## src/rtl/branch_predictor_pkg.sv

```systemverilog
// Shared pipeline definitions for the bimodal branch predictor.
package branch_predictor_pkg;

  localparam int unsigned DEFAULT_INDEX_BITS = 6;
  localparam int unsigned DEFAULT_CNT_WIDTH  = 32;

  // 2-bit saturating counter states; bit 1 is the taken prediction.
  typedef enum logic [1:0] {
    SNT = 2'b00,
    WNT = 2'b01,
    WT  = 2'b10,
    ST  = 2'b11
  } cnt_state_e;

endpackage

```

## src/rtl/branch_predictor_if.sv

```systemverilog
// Fetch-lookup / execute-update bundle between the pipeline and the predictor.
interface branch_predictor_if #(
  parameter int unsigned CNT_WIDTH = 32
);
  logic [31:0]          lookup_pc;
  logic                 prediction;
  logic                 update_en;
  logic [31:0]          update_pc;
  logic                 update_taken;
  logic                 update_predicted;
  logic                 mispredicted;
  logic [CNT_WIDTH-1:0] branch_count;
  logic [CNT_WIDTH-1:0] mispredict_count;

  // Pipeline side
  modport master (
    output lookup_pc, update_en, update_pc, update_taken, update_predicted,
    input  prediction, mispredicted, branch_count, mispredict_count
  );

  // Predictor side
  modport slave (
    input  lookup_pc, update_en, update_pc, update_taken, update_predicted,
    output prediction, mispredicted, branch_count, mispredict_count
  );
endinterface

```

## src/rtl/branch_predictor_sat_counter2.sv

```systemverilog
// 2-bit saturating up/down counter step (purely combinational).
module sat_counter2
  import branch_predictor_pkg::*;
(
  input  cnt_state_e cnt_i,
  input  logic       up_i,
  output cnt_state_e cnt_o
);

  // Step one state toward taken or not-taken, holding at the ends.
  always_comb begin
    cnt_o = cnt_i;
    unique case (cnt_i)
      SNT: cnt_o = up_i ? WNT : SNT;
      WNT: cnt_o = up_i ? WT  : SNT;
      WT:  cnt_o = up_i ? ST  : WNT;
      ST:  cnt_o = up_i ? ST  : WT;
      default: cnt_o = cnt_i;
    endcase
  end

endmodule

```

## src/rtl/branch_predictor.sv

```systemverilog
// Bimodal branch predictor: PC-indexed table of 2-bit counters plus statistics.
module branch_predictor
  import branch_predictor_pkg::*;
#(
  parameter int unsigned INDEX_BITS = DEFAULT_INDEX_BITS,
  parameter int unsigned CNT_WIDTH  = DEFAULT_CNT_WIDTH
) (
  input  logic              clk,
  input  logic              rst,
  branch_predictor_if.slave bus
);

  localparam int unsigned DEPTH = 2 ** INDEX_BITS;

  logic [INDEX_BITS-1:0] lookup_idx;
  logic [INDEX_BITS-1:0] update_idx;
  cnt_state_e            pht_q [DEPTH];
  cnt_state_e            upd_cur;
  cnt_state_e            upd_next;

  logic                  mispredicted_q, mispredicted_d;
  logic [CNT_WIDTH-1:0]  branch_count_q, branch_count_d;
  logic [CNT_WIDTH-1:0]  mispredict_count_q, mispredict_count_d;

  logic                  unused_pc_bits;

  // PC word-index extraction; byte offset and high bits alias onto one entry.
  always_comb begin
    lookup_idx = bus.lookup_pc[INDEX_BITS+1:2];
    update_idx = bus.update_pc[INDEX_BITS+1:2];
    upd_cur    = pht_q[update_idx];
  end

  assign unused_pc_bits = ^{bus.lookup_pc[31:INDEX_BITS+2], bus.lookup_pc[1:0],
                            bus.update_pc[31:INDEX_BITS+2], bus.update_pc[1:0]};

  sat_counter2 u_sat (
    .cnt_i (upd_cur),
    .up_i  (bus.update_taken),
    .cnt_o (upd_next)
  );

  // Next-state for misprediction flag and statistics counters.
  always_comb begin
    mispredicted_d     = bus.update_en & (bus.update_taken ^ bus.update_predicted);
    branch_count_d     = branch_count_q;
    mispredict_count_d = mispredict_count_q;
    if (bus.update_en) begin
      branch_count_d = branch_count_q + CNT_WIDTH'(1);
    end
    if (mispredicted_d) begin
      mispredict_count_d = mispredict_count_q + CNT_WIDTH'(1);
    end
  end

  // Table and statistics registers; reset wins over a concurrent update.
  always_ff @(posedge clk) begin
    if (rst) begin
      for (int unsigned i = 0; i < DEPTH; i++) begin
        pht_q[i] <= WNT;
      end
      mispredicted_q     <= 1'b0;
      branch_count_q     <= '0;
      mispredict_count_q <= '0;
    end else begin
      if (bus.update_en) begin
        pht_q[update_idx] <= upd_next;
      end
      mispredicted_q     <= mispredicted_d;
      branch_count_q     <= branch_count_d;
      mispredict_count_q <= mispredict_count_d;
    end
  end

  // Lookup reads the pre-update state: no bypass from the update port.
  assign bus.prediction       = pht_q[lookup_idx][1];
  assign bus.mispredicted     = mispredicted_q;
  assign bus.branch_count     = branch_count_q;
  assign bus.mispredict_count = mispredict_count_q;

endmodule
```

## src/flat_wrapper.sv

```systemverilog
// flat-port wrapper written by rule: the top's interface ports become plain ports
module branch_predictor_flat import branch_predictor_pkg::*;
#(
  parameter int unsigned INDEX_BITS = DEFAULT_INDEX_BITS,
  parameter int unsigned CNT_WIDTH  = DEFAULT_CNT_WIDTH
)
  (clk, rst, bus_lookup_pc, bus_update_en, bus_update_pc, bus_update_taken, bus_update_predicted, bus_prediction, bus_mispredicted, bus_branch_count, bus_mispredict_count);
  branch_predictor_if #(.CNT_WIDTH(CNT_WIDTH)) bus_i ();
  input  logic clk;
  input  logic rst;
  input wire logic [$bits(bus_i.lookup_pc)-1:0] bus_lookup_pc;
  input wire logic [$bits(bus_i.update_en)-1:0] bus_update_en;
  input wire logic [$bits(bus_i.update_pc)-1:0] bus_update_pc;
  input wire logic [$bits(bus_i.update_taken)-1:0] bus_update_taken;
  input wire logic [$bits(bus_i.update_predicted)-1:0] bus_update_predicted;
  output wire logic [$bits(bus_i.prediction)-1:0] bus_prediction;
  output wire logic [$bits(bus_i.mispredicted)-1:0] bus_mispredicted;
  output wire logic [$bits(bus_i.branch_count)-1:0] bus_branch_count;
  output wire logic [$bits(bus_i.mispredict_count)-1:0] bus_mispredict_count;
  assign bus_i.lookup_pc = bus_lookup_pc;
  assign bus_i.update_en = bus_update_en;
  assign bus_i.update_pc = bus_update_pc;
  assign bus_i.update_taken = bus_update_taken;
  assign bus_i.update_predicted = bus_update_predicted;
  assign bus_prediction = bus_i.prediction;
  assign bus_mispredicted = bus_i.mispredicted;
  assign bus_branch_count = bus_i.branch_count;
  assign bus_mispredict_count = bus_i.mispredict_count;
  branch_predictor #(.INDEX_BITS(INDEX_BITS), .CNT_WIDTH(CNT_WIDTH)) u_core (.clk(clk), .rst(rst), .bus(bus_i));
endmodule
```

## config.mk

```make
export PLATFORM = sky130hd
export DESIGN_NAME = branch_predictor_flat
export DESIGN_NICKNAME = d
export VERILOG_FILES = /design/src/rtl/branch_predictor_pkg.sv /design/src/rtl/branch_predictor_if.sv /design/src/rtl/branch_predictor_sat_counter2.sv /design/src/rtl/branch_predictor.sv /design/src/flat_wrapper.sv
export SDC_FILE = /design/constraint.sdc
export NUM_CORES = 1
export LEC_CHECK = 0
export ABC_AREA = 1
export BUFFER_PORTS_ARGS = -buffer_cell sky130_fd_sc_hd__buf_4
export CORE_AREA = 3 3 149 151
export CTS_BUF_LIST = sky130_fd_sc_hd__clkbuf_16
export DETAILED_ROUTE_END_ITERATION = 12
export DIE_AREA = 0 0 152 154
export PLACE_DENSITY = 0.88
export SLEW_MARGIN = 0
export SYNTH_ARGS = -nofsm -noshare
export SYNTH_HDL_FRONTEND = slang
export SYNTH_SLANG_ARGS = --single-unit
```

## constraint.sdc

```tcl
create_clock -name clk -period 1.75 [get_ports clk]
set_input_delay 0.0875 -clock clk [delete_from_list [all_inputs] [get_ports clk]]
set_output_delay 0.0875 -clock clk [all_outputs]
set_load 0.005 [all_outputs]
```

==> out/qor.txt <==
Status -> finished, violations left
Failing checks -> setup timing
First-pass GRT wire length -> 52900 um
Slew headroom -> 58.5%
Final hold violations -> 0
Clock sinks -> 193
M1 WL -> 12600 um
Final Instance Count excl. Fillers -> 1988
Num CTS Buffers -> 17
Tot Pwr -> 11.1 mW
Die height -> 154 um
WL met3 -> 5040 um
Flop pwr share -> 44.8%
Top Layer Used -> met4
Total GRT Usage -> 27.5%
Clk_lat worst skew -> 440 ps
Library cells used by synthesis -> 38
Cell Area, Placed -> 0.0127 mm^2
Post-synth top flop -> edfxtp_1
Slew Limit Fails -> 0
Overflow after GRT -> 0
Post-layout min period -> 2110 ps
Arr. time, crit path -> 2420 ps
CP Capture Type -> register
EDFF count, synth -> 128
Cell Area, Synth -> 0.0111 mm^2
Commonest cells post-synth -> 479 x nand2_1, 198 x nor2_1, 188 x inv_1, 128 x edfxtp_1, 110 x a21oi_1
Detail Route Antenna Nets -> 0
IR drop worst, VDD -> 0.000716 V
Fillers -> 1456
Slowest stage delay, CP -> 390 ps
Post-Route WL -> 37600 um
Cell area after layout -> 0.0144 mm^2
Ys Warns -> 0
Critical Path, Cell by Cell -> nand2_1 -> nand2_1 -> nand2_1 -> nand2_1 -> nand2_1 -> nand2_1 -> nand2_1 -> nand2_1 -> nor2_2 -> nand2_4 -> nand2_2 -> nand2_8 -> clkbuf_16 -> nand3_1
Starting Density -> 53.2%
Synth area leader -> edfxtp_1
Setup ws final -> -359 ps
Residual DRC count -> 0
CTS H-tree lvls -> 4
Async set-reset flop share out of synthesis -> 0%
CTS tree -> yes
Mean Syn Cell Area -> 7.23 um^2
DP HPWL -> 22400 um
Hold crit path type -> input pin to register
Rows -> 53
Core area -> 0.0210 mm^2
Final setup vio count -> 133
Final period utilization -> 121%
Register area share after synthesis -> 46.2%
Area Overhead vs Synth -> 29.6%
Top cells by area, synth -> edfxtp_1 34%, nand2_1 16%, dfxtp_1 12%, nor2_1 6.7%, inv_1 6.3%
Nets -> 1771
CTS max path bufs -> 2
Routed met2 length -> 17700 um
Synth Net Count -> 1613
Antenna violations before repair -> 0
Comb power frac -> 17.0%
Via count of the first global-routing pass -> 11015
Switching Power -> 3.08 mW
Worst R2R Start -> u_core.pht_q[51][0]
Via/cell ratio -> 6.01
CTS root buf -> clkbuf_16
I/O Buffers -> 82
Drt first pass iters -> 6
Fraction of layout cells with a size suffix above 1 -> 23.1%
Ant. Diodes -> 0
Number of DRC markers in iteration 0 -> 1307
Largest net degree at the start of global routing -> 65
Worst Clk Skew -> 13.7 ps
Power Internal -> 8.03 mW
Clock power frac -> 38.2%
Slowest CP cell -> edfxtp_1
Worst-path maximum fanout -> 11
Switch share -> 27.7%
DIE WIDTH -> 152 um
Die ar. -> 0.0234 mm^2
Routability cong. -> 0.960
PwrDens -> 769 mW/mm^2
Leakage -> 5.64 nW
MaxCap Viol Count -> 0
Most numerous cell in the Yosys netlist -> nand2_1
Fmax -> 474 MHz
CP required -> 2060 ps
Flops & latches, synth -> 193
CP dominant cell by count -> nand2_1
Routed length per placed instance -> 18.9 um
CP startpoint kind -> register
WS Path Type -> register to register
HP Start -> bus_update_predicted
Reg clk slew, reported paths -> 80 ps
Synth top area share -> 34.5%
Post-Place Cells -> 1932
Worst slew pin tran -> 620 ps
Ports -> 135
RSZ-0062 raised after global routing -> yes
Via count -> 11944
Critical Path Start -> u_core.pht_q[51][0]
Post-Syn Instances -> 1542
critical path: cells and delay by family, from the launching register on:
family | cells | cell delay, ps
buffers and inverters | 1 | 210
DFF | 1 | 390
and+or+nand+nor | 13 | 1370
per-layer routing:
metal / global-route usage [%] / up-vias
met5: 0 / -
met4: 13.0 / 0
met3: 5.88 / 239
met2: 47.0 / 1002
met1: 33.1 / 5422
li1: - / 5281
cell type report:
type	count	area [um^2]	area share [%]
Inverter	190	718	4.97
Clock inverter	15	205	1.42
Multi-Input combinational cell	1087	5510	38.2
Timing Repair Buffer	211	2080	14.4
Clock buffer	17	425	2.94
Tap cell	275	344	2.38
Sequential cell	193	5160	35.7
final timing paths:
kind                                       to  slack, ps  cells past startpoint
setup / recovery          u_core.pht_q[14][0]       -360                     14
hold / removal        u_core.bus.mispredicted         80                      4
setup reg to reg          u_core.pht_q[14][0]       -360                     14
hold reg to reg   u_core.bus.branch_count[31]        490                      2
sequential cells by signal (all words and copies together) (netlist names):
signal                       count
u_core.bus.mispredict_count     32
u_core.bus.branch_count         32
u_core.pht_q                   128
u_core.bus.mispredicted          1
power groups by stage:
stage	clock network (mW)	logic, mW	registers, mW
global placement	0	1.29	5.07
detailed placement	0	1.33	5.07
floorplan	0	0.847	5.06
global route	4.41	1.97	4.98
finish	4.24	1.89	4.97
CTS	4.22	1.41	4.97
through the flow:
step           setup TNS (ps)  hold WS [ps]  setup slack, ps  util [%]
5_1_grt                -46170           103             -396      68.9
2_1_floorplan               0           288             1.18         -
3_5_place_dp           -39820           454             -313      60.6
3_3_place_gp           -34430           444             -253      60.6
4_1_cts                -21080          63.5             -227      64.6
6_report               -40160          80.2             -359      68.9
what timing repair did:
item / in CTS / in global routing
pin swaps: 23 / 60
hold endpoints to repair: 1 / 0
setup buffers: 1 / 7
cloned: 1 / 15
endpoints found under the setup margin: 140 / 154
hold buffers: 1 / 0
gates resized for setup: 44 / 143
logic make-up after synthesis:
group	after synthesis	share of synthesized area, %
AOI/OAI and AO/OA	204	9.69
DFF	193	46.2
xor gates and xnor gates	25	1.96
buffers and inverters	263	10.3
and+or+nand+nor	855	31.6
adders and majority gates	2	0.225
placed cells by master (no fill, tap or decap), types with 11 or more instances in the layout:
| cell type | n |
|---|---|
| a21oi_1 | 68 |
| a21oi_2 | 37 |
| buf_12 | 19 |
| buf_4 | 171 |
| clkbuf_16 | 28 |
| dfxtp_1 | 56 |
| edfxtp_1 | 128 |
| inv_1 | 185 |
| nand2_1 | 468 |
| nand2_2 | 11 |
| nand3_1 | 68 |
| nand3_2 | 39 |
| nand4_1 | 18 |
| nor2_1 | 181 |
| nor2_2 | 11 |
| nor2_4 | 11 |
| nor3_1 | 24 |
| o211ai_1 | 12 |
| o21ai_0 | 49 |
| o21ai_1 | 16 |
| xor2_1 | 18 |
(Power assumes the default switching activity.)
